--- config.mk ---
export PLATFORM = sky130hd
export DESIGN_NAME = comparator_serial_msb
export DESIGN_NICKNAME = d
export VERILOG_FILES = /design/src/rtl/comparator_serial_msb.sv
export SDC_FILE = /design/constraint.sdc
export NUM_CORES = 1
export LEC_CHECK = 0
export CORE_MARGIN = 2
export CORE_UTILIZATION = 44
export CTS_BUF_LIST = sky130_fd_sc_hd__clkbuf_16
export CTS_CLUSTER_SIZE = 40
export DETAILED_ROUTE_END_ITERATION = 7
export MAX_ROUTING_LAYER = met4
export PLACE_DENSITY_LB_ADDON = 0.15
export REMOVE_ABC_BUFFERS = 1
export SYNTH_ARGS = -nofsm -noshare
export SYNTH_HDL_FRONTEND = slang
export SYNTH_SLANG_ARGS = --single-unit
--- constraint.sdc ---
create_clock -name clk -period 1.9 [get_ports clk]
set_clock_uncertainty 0.1 [all_clocks]
set_input_delay 0.285 -clock clk [delete_from_list [all_inputs] [get_ports clk]]
set_output_delay 0.285 -clock clk [all_outputs]
set_load 0.05 [all_outputs]
--- src/rtl/comparator_serial_msb.sv ---
// comparator_serial_msb: MSB-first serial magnitude comparator, DIGIT bits per clock with early exit
module comparator_serial_msb #(
    parameter int WIDTH = 8,
    parameter int DIGIT = 3
) (
    input  logic             clk,
    input  logic             rst_n,
    input  logic             start,
    input  logic [WIDTH-1:0] A,
    input  logic [WIDTH-1:0] B,
    input  logic             l,
    input  logic             e,
    input  logic             g,
    output logic             busy,
    output logic             done,
    output logic             lt,
    output logic             et,
    output logic             gt
);
    localparam int N  = (WIDTH + DIGIT - 1) / DIGIT;
    localparam int P  = N * DIGIT;
    localparam int CW = (N > 1) ? $clog2(N) : 1;

    typedef enum logic [1:0] {IDLE, COMPARE, DONE} state_t;

    state_t           state, state_nxt;
    logic [P-1:0]     sa, sb;
    logic [CW-1:0]    cnt;
    logic [2:0]       leg, res_nxt;
    logic [DIGIT-1:0] ta, tb;

    assign ta = sa[P-1 -: DIGIT];
    assign tb = sb[P-1 -: DIGIT];

    // state register
    always_ff @(posedge clk or negedge rst_n)
        if (!rst_n) state <= IDLE;
        else        state <= state_nxt;

    // next state and result: first unequal top digit decides, full equality passes l/e/g through
    always_comb begin
        state_nxt = state;
        res_nxt   = {lt, et, gt};
        case (state)
            IDLE:    state_nxt = start ? COMPARE : IDLE;
            COMPARE: if (ta != tb || cnt == '0) begin
                state_nxt = DONE;
                res_nxt   = ta > tb ? 3'b001 : ta < tb ? 3'b100 : leg;
            end
            default: state_nxt = IDLE;
        endcase
    end

    // operand shift registers and digit counter; padding zeros sit above the MSB
    always_ff @(posedge clk or negedge rst_n)
        if (!rst_n) begin
            sa  <= '0;
            sb  <= '0;
            cnt <= '0;
            leg <= '0;
        end else if (state == IDLE && start) begin
            sa  <= P'(A);
            sb  <= P'(B);
            leg <= {l, e, g};
            cnt <= CW'(N - 1);
        end else if (state == COMPARE && state_nxt == COMPARE) begin
            sa  <= sa << DIGIT;
            sb  <= sb << DIGIT;
            cnt <= cnt - CW'(1);
        end

    // registered outputs; the result only changes on entry to DONE
    always_ff @(posedge clk or negedge rst_n)
        if (!rst_n) begin
            busy         <= 1'b0;
            done         <= 1'b0;
            {lt, et, gt} <= 3'b000;
        end else begin
            busy         <= state_nxt != IDLE;
            done         <= state_nxt == DONE;
            {lt, et, gt} <= res_nxt;
        end
endmodule

==> flow_summary.toml, run 1 <==
[min_path]
hold_path.class = "input port to async pin"

[cts]
path_clk_slew_ns = 0.05
clock_latency_ns = 0.27
numCtsBuffers = 5
cts_sinks = 30
cts_tree = "yes"
clockBufferDepth = 2
cts_resized = 0
htree_levels = 2
root_buffer = "clkbuf_16"

[final_layout]
diodes = 0
regArea_um2 = 751
drive_above_1_share_pct = 11.8
final_net_count = 213
final_core_util_pct = 62.1
multi_input_area_um2 = 576
stdcell_count = 231
final_cell_mix = "dfrtp_1, nand2_1, clkdlybuf4s50_1, o21ai_0, buf_4"
fill_cells = 288
syn_to_final_growth_pct = 33.6
final_common_cell = "dfrtp_1"

[floorplan]
num_rows = 20
core_mm2 = 0.00305
ioPinCount = 27
dieHeight_um = 60.8
die_w_um = 60.8
dieArea_mm2 = 0.00370
initial_utilization_pct = 46.5

[worst_setup_path]
crit_chain = "clkdlybuf4s50_1"
cp.buffers_inverters = 1
crit_required_ns = 1.51
arrival_ns = 1.40
cp_slowest_cell = "clkdlybuf4s50_1"
cp_max_fo = 2
max_stage_delay_ns = 0.80
path_class = "flop to primary output"
critPathLaunchType = "flop"
crit_family = "buffers and inverters"
endpoint_kind = "primary output"

[sta]
worstMarginPinSlew_ns = 0.488
finalSetupTns_ns = 0
final_max_slew_viol_count = 0
max_freq_ghz = 0.560
timing.final.crit_period_ns = 1.79
fin_crit_sh_pct = 94.1
setup_viol_count_final = 0
final-hold-violation-count = 0
slew_headroom_pct = 67.3
rsz0062_at_grt = "false"

[yosys]
syn_area_per_cell_um2 = 9.28
yosysTopAreaCellShare_pct = 52.9
ys_seq_area_share_pct = 52.9
async_flop_share_pct = 100
synth_area_leaders = "dfrtp_1, nand2_1, o21ai_0"
synth.distinct_cells = 27
synthesis.area_mm2 = 0.00142
synth-edff-count = 0
netlist_instances = 153
ys.flop_type = "dfrtp_1"
synth-seq-cells = 30
ys_warn_count = 0
synth_area_leader_cell = "dfrtp_1"

[placement]
dp.final_hpwl_um = 2020
port_buffers = 26
place.gp.congestion = 0.782
dp_cells = 223

[route]
wl_per_cell_um = 12.8
drcViolationCount = 0
num_vias = 1247
first_iter_violations = 36
antenna_left = 0
wl_um = 2960
drtPass1Iterations = 4
viasPerCell = 5.40

[power]
power_per_cell_area_mw_per_mm2 = 1790
ir_worst_vdd_mv = 0.814
p_leak_uw = 0.000851

[status]
outcome = "finished, final reports clean"

[global_routing]
grt_pass1_vias = 1192
grt_antenna_before_repair = 0
grt_util_all_layers_pct = 19.7
grt_pass1_wl_um = 5070
globalRouteOverflowTotal = 0
grt_max_degree = 31

[job]
cap_violations = 0
-- layer usage --
layer	vias up	wire length [um]	GRT usage [%]
met5	-	0	-
met4	0	42	6.52
met3	7	198	6.82
met2	47	1420	33.0
met1	599	1290	21.9
li1	594	-	-
-- cells in the mapped netlist (2+ instances only) --
cell type and instances:
buf_2 6, nand2_2 2, o21ai_1 2, a21oi_1 10, ha_1 4, dfrtp_1 30, nand2_1 29, inv_1 8
nand3_1 9, a31oi_1 6, o21ai_0 17, buf_4 3, nor2_1 9, o211ai_1 5
-- stage by stage --
| step | power (uW) | hold slack [ns] | worst slack (ns) | cell area, um^2 |
|---|---|---|---|---|
| detailed placement | 2670 | 0.373 | 0.134 | 1760 |
| global placement | 2620 | 0.374 | 0.191 | 1760 |
| global route | 3680 | 0.336 | 0.00374 | 1900 |
| floorplan | 2060 | -0.111 | 0.177 | 1360 |
| finish | 3390 | 0.306 | 0.113 | 1900 |
| CTS | 3390 | 0.322 | 0.0995 | 1890 |
-- worst reg2reg max path: stages (launching register included) --
cell	delay, ns
dfrtp_1	0.37
ha_1	0.35
nand4b_1	0.18
buf_4	0.21
nor2_2	0.10
buf_4	0.18
o211ai_1	0.12
-- flip-flops by register name (all words and copies together), names as in the netlist --
register	cells
lt	1
leg	3
et	1
gt	1
cnt	2
sb	9
state	2
done	1
sa	9
busy	1
-- final cells by class --
class	count	area share (%)
clock buffer	5	6.60
clock inverter	2	0.396
inverter	8	1.58
multi-input combinational	105	30.3
sequential	30	39.6
tap	44	2.90
timing repair buffer	37	18.6
-- cell families after synthesis --
kind of cell             share of synthesized area (%)
AND/OR/NAND/NOR                                   18.7
AO/OA/AOI/OAI                                     18.3
flip-flops                                        52.9
buffers and inverters                             6.61
adder cells (fa/ha/maj)                           3.52
-- report_power, final --
part | leakage (uW) | total [uW] | internal (uW) | switching (uW)
sequential | 0.000366 | 1070 | 925 | 144
clock | 0.0000723 | 698 | 464 | 234
combinational | 0.000413 | 1620 | 652 | 971
-- final timing paths --
| kind | startpoint | slack (ns) | end | cells past startpoint |
|---|---|---|---|---|
| setup / recovery | lt | 0.11 | lt | 1 |
| hold / removal | rst_n | 0.31 | busy | 2 |
| setup reg to reg | sa[7] | 0.16 | sa[3] | 6 |
| hold reg to reg | leg[0] | 0.38 | leg[0] | 2 |
| max in group asynchronous | rst_n | 1.11 | sb[8] | 2 |
| min in group clk | leg[0] | 0.38 | leg[0] | 2 |
-- what timing repair did --
item	CTS	global route
hold buffers	0	0
setup endpoints to repair	0	1
buffers inserted	0	1
Note: power is estimated with default switching activity, not from simulation.
==> run 2: changes to the inputs <==
--- a/config.mk
+++ b/config.mk
@@ -5,7 +5,7 @@
 export SDC_FILE = /design/constraint.sdc
 export NUM_CORES = 1
 export LEC_CHECK = 0
-export CORE_MARGIN = 2
+export CORE_MARGIN = 3
 export CORE_UTILIZATION = 44
 export CTS_BUF_LIST = sky130_fd_sc_hd__clkbuf_16
 export CTS_CLUSTER_SIZE = 40
==> flow_summary.toml, run 2 (synthesis results as in run 1) <==
[floorplan]
initial_utilization_pct = 48.6
ioPinCount = 27
dieArea_mm2 = 0.00395
die_w_um = 62.8
num_rows = 19
core_mm2 = 0.00292
dieHeight_um = 62.8

[placement]
dp.final_hpwl_um = 2160
place.gp.congestion = 0.815
dp_cells = 223
port_buffers = 26

[global_routing]
grt_antenna_before_repair = 0
globalRouteOverflowTotal = 0
grt_pass1_wl_um = 5350
grt_util_all_layers_pct = 18.1
grt_pass1_vias = 1164
grt_max_degree = 31

[worst_setup_path]
arrival_ns = 1.89
critPathLaunchType = "flop"
endpoint_kind = "flop"
cp_max_fo = 6
crit_required_ns = 1.96
path_class = "flop to flop"

[sta]
rsz0062_at_grt = "true"
slew_headroom_pct = 67.1
max_freq_ghz = 0.546
setup_viol_count_final = 0
finalSetupTns_ns = 0
fin_crit_sh_pct = 96.4
worstMarginPinSlew_ns = 0.492
fin_hold_ws_ns = 0.301
final_max_slew_viol_count = 0
final-hold-violation-count = 0
timing.final.crit_period_ns = 1.83

[cts]
post_cts_buffers = 0
root_buffer = "clkbuf_16"
clockBufferDepth = 2
clock_latency_ns = 0.27
path_clk_slew_ns = 0.05
htree_levels = 2
cts_sinks = 30
numCtsBuffers = 5
cts_tree = "yes"

[power]
seq_power_share_pct = 31.3
p_sw_uw = 1390
p_leak_uw = 0.000852
combPwrFrac_pct = 47.6
power_per_cell_area_mw_per_mm2 = 1810
ir_worst_vdd_mv = 0.936
internal-power_uw = 2040
switching_share_pct = 40.5
clkPwrFrac_pct = 21.1

[route]
wl_um = 3120
wl_per_cell_um = 13.5
first_iter_violations = 72
antenna_left = 0
drtPass1Iterations = 4
drcViolationCount = 0
num_vias = 1217
viasPerCell = 5.27

[final_layout]
reg_top3 = "sa: 9 flops, sb: 9 flops, leg: 3 flops"
syn_to_final_growth_pct = 33.7
final_net_count = 214
final_cell_mix = "dfrtp_1, nand2_1, clkdlybuf4s50_1, o21ai_0, buf_4"
diodes = 0
drive_above_1_share_pct = 12.7
stdcell_count = 231
final_common_cell = "dfrtp_1"

[job]
cap_violations = 0

[status]
outcome = "finished, final reports clean"

[min_path]
hold_path.class = "input port to async pin"
[run 2: changes by cell type in the layout (fill, tap and decap cells not counted)]
| cell | change |
|---|---|
| nor2_4 | +1 |
| nor2_2 | -1 |
| inv_1 | -1 |
| buf_4 | +2 |
| buf_12 | -1 |
| clkinv_2 | +1 |
| clkinv_1 | +1 |
[run 2: worst paths after layout]
path / startpoint / end / slack (ns) / cells past startpoint
setup / recovery: sa[7] / lt / 0.07 / 6
hold / removal: rst_n / lt / 0.30 / 2
setup reg to reg: sa[7] / lt / 0.07 / 6
hold reg to reg: leg[0] / leg[0] / 0.38 / 2
max in group asynchronous: rst_n / sa[4] / 1.13 / 2
min in group clk: leg[0] / leg[0] / 0.38 / 2
[run 2: area by class of cell]
cell class                      instances  area [um^2]
Clock buffer                            5          125
Clock inverter                          3         12.5
Fill cell                             258         1020
Inverter                                8         30.0
Multi-Input combinational cell        105          581
Sequential cell                        30          751
Tap cell                               42         52.6
Timing Repair Buffer                   38          348
[run 2: worst max-delay path, stage by stage (launching register included)]
cell	delay [ns]
dfrtp_1	0.38
ha_1	0.36
nand4b_1	0.30
buf_4	0.25
nand2_2	0.08
inv_1	0.06
o22a_1	0.19
[run 2: power groups by stage]
stage	logic, uW	clock network (uW)	registers [uW]
floorplan	866	0	1190
global placement	1580	0	1070
detailed placement	1620	0	1080
CTS	1640	738	1070
global route	1820	772	1110
finish	1640	724	1070
[run 2: per-layer routing]
metal	GRT usage, %	part of all wire, %
met1	20.0	44
met2	29.3	48
met3	7.01	6.5
met4	7.16	1.7
met5	-	0
[run 2: stage by stage]
stage                     util [%]  area (um^2)  worst slack, ns  total power (uW)
after detailed placement      60.1         1760           0.0594              2700
after global routing          65.0         1900          -0.0280              3700
after global placement        60.1         1760            0.176              2650
after floorplan                  -         1360            0.177              2060
final                         65.0         1900           0.0686              3430
after CTS                     64.8         1890           0.0251              3450
[run 2: repair_timing]
item / in CTS / in global routing
resized for setup: 0 / 1
hold buffers: 0 / 0
endpoints found under the setup margin: 0 / 10
==> run 3: changes to the inputs <==
--- a/config.mk
+++ b/config.mk
@@ -10,9 +10,11 @@
 export CTS_BUF_LIST = sky130_fd_sc_hd__clkbuf_16
 export CTS_CLUSTER_SIZE = 40
 export DETAILED_ROUTE_END_ITERATION = 7
+export DONT_BUFFER_PORTS = 1
 export MAX_ROUTING_LAYER = met4
 export PLACE_DENSITY_LB_ADDON = 0.15
 export REMOVE_ABC_BUFFERS = 1
+export SLEW_MARGIN = 20
 export SYNTH_ARGS = -nofsm -noshare
 export SYNTH_HDL_FRONTEND = slang
 export SYNTH_SLANG_ARGS = --single-unit
==> flow_summary.toml, run 3 (synthesis results as in run 1) <==
[floorplan]
initial_utilization_pct = 48.6
dieHeight_um = 62.8
dieArea_mm2 = 0.00395
die_w_um = 62.8
core_mm2 = 0.00292
num_rows = 19
ioPinCount = 27

[cts]
cts_sinks = 30
htree_levels = 2
root_buffer = "clkbuf_16"
cts_tree = "yes"
clock_latency_ns = 0.27
numCtsBuffers = 5
clockBufferDepth = 2
path_clk_slew_ns = 0.05

[worst_setup_path]
critPathLaunchType = "flop"
endpoint_kind = "flop"
cp_max_fo = 10
max_stage_delay_ns = 0.41
cp_slowest_cell = "nor2_2"
crit_chain = "ha_1, nand4b_1, nor2_2, o211ai_1"
cp.buffers_inverters = 0
path_class = "flop to flop"
crit_required_ns = 1.93
arrival_ns = 1.87
crit_family = "simple AND/OR/NAND/NOR gates"

[final_layout]
syn_to_final_growth_pct = 14.9
final_common_cell = "dfrtp_1"
drive_above_1_share_pct = 11.9
diodes = 0
fill_cells = 295
final_net_count = 186
final_cell_mix = "dfrtp_1, nand2_1, o21ai_0, inv_1, a21oi_1"
reg_top3 = "sa: 9 flops, sb: 9 flops, leg: 3 flops"

[power]
seq_power_share_pct = 37.5
internal-power_uw = 1920
switching_share_pct = 41.3
p_leak_uw = 0.000742
combPwrFrac_pct = 41.0
power_per_cell_area_mw_per_mm2 = 2000
clkPwrFrac_pct = 21.5
p_sw_uw = 1350
ir_worst_vdd_mv = 0.754

[status]
outcome = "finished, final reports clean"

[min_path]
hold_path.class = "input port to flop"

[global_routing]
grt_pass1_wl_um = 4860
grt_max_degree = 31
grt.met2_usage_pct = 25.7
grt_antenna_before_repair = 0
grt_pass1_vias = 1030
grt_util_all_layers_pct = 16.4
globalRouteOverflowTotal = 0
top_usage_layer = "met2"
use_met1_pct = 19.5
met3_usage_pct = 6.29

[route]
antenna_left = 0
first_iter_violations = 20
num_vias = 1109
wl_um = 2990
drcViolationCount = 0
drtPass1Iterations = 4
viasPerCell = 5.49
wl_per_cell_um = 14.8

[sta]
final_max_slew_viol_count = 0
timing.final.crit_period_ns = 1.84
slew_headroom_pct = 54.1
max_freq_ghz = 0.544
fin_hold_ws_ns = 0.0238
fin_crit_sh_pct = 96.7
worstMarginPinSlew_ns = 0.688
setup_viol_count_final = 0
final-hold-violation-count = 0
rsz0062_at_grt = "true"
finalSetupTns_ns = 0

[job]
cap_violations = 0

[placement]
dp.final_hpwl_um = 1970
place.gp.congestion = 0.796
port_buffers = 0
[run 3: layer usage]
metal	vias up	share of wire (%)
met1	533	44
met2	29	48
li1	542	-
met5	-	0
met4	0	1.2
met3	5	6.1
[run 3: cell type report]
| cell class | count | area (um^2) | area share (%) |
|---|---|---|---|
| clock buffer | 5 | 125 | 7.67 |
| clock inverter | 2 | 7.51 | 0.460 |
| inverter | 8 | 30.0 | 1.84 |
| multi-input combinational | 105 | 576 | 35.3 |
| sequential | 30 | 751 | 46.0 |
| tap | 42 | 52.6 | 3.22 |
| timing repair buffer | 10 | 90.1 | 5.52 |
[run 3: worst paths after layout]
| kind | startpoint | endpoint | slack (ns) | cells after the start |
|---|---|---|---|---|
| max reg2reg | sa[8] | sb[4] | 0.06 | 4 |
| max | sa[8] | sb[4] | 0.06 | 4 |
| min in group asynchronous | rst_n | cnt[1] | 0.37 | 2 |
| min | l | leg[2] | 0.02 | 2 |
| min reg2reg | leg[0] | leg[0] | 0.38 | 2 |
| max in group asynchronous | rst_n | sb[5] | 1.18 | 2 |
[run 3: power groups by stage]
stage | clock network, uW | logic [uW] | registers, uW
detailed placement | 0 | 1250 | 1230
CTS | 718 | 1280 | 1220
global route | 761 | 1520 | 1260
finish | 703 | 1340 | 1220
floorplan | 0 | 866 | 1190
global placement | 0 | 1210 | 1220
[run 3: timing repair]
item / in CTS / in global routing
setup endpoints to repair: 0 / 14
hold endpoints to repair: 30 / 0
buffers inserted: 0 / 2
hold buffers: 2 / 0
resized for setup: 0 / 1
[run 3: metrics by stage]
| stage | util [%] | std cells | power [uW] | cell area (um^2) | worst slack (ns) |
|---|---|---|---|---|---|
| after floorplan | - | 143 | 2060 | 1360 | 0.177 |
| after global placement | 49.7 | 191 | 2440 | 1450 | 0.0989 |
| after detailed placement | 49.7 | 191 | 2490 | 1450 | 0.0296 |
| after CTS | 55.3 | 200 | 3220 | 1620 | 0.0117 |
| after global routing | 55.8 | 202 | 3540 | 1630 | -0.0561 |
| final | 55.8 | 202 | 3270 | 1630 | 0.0623 |
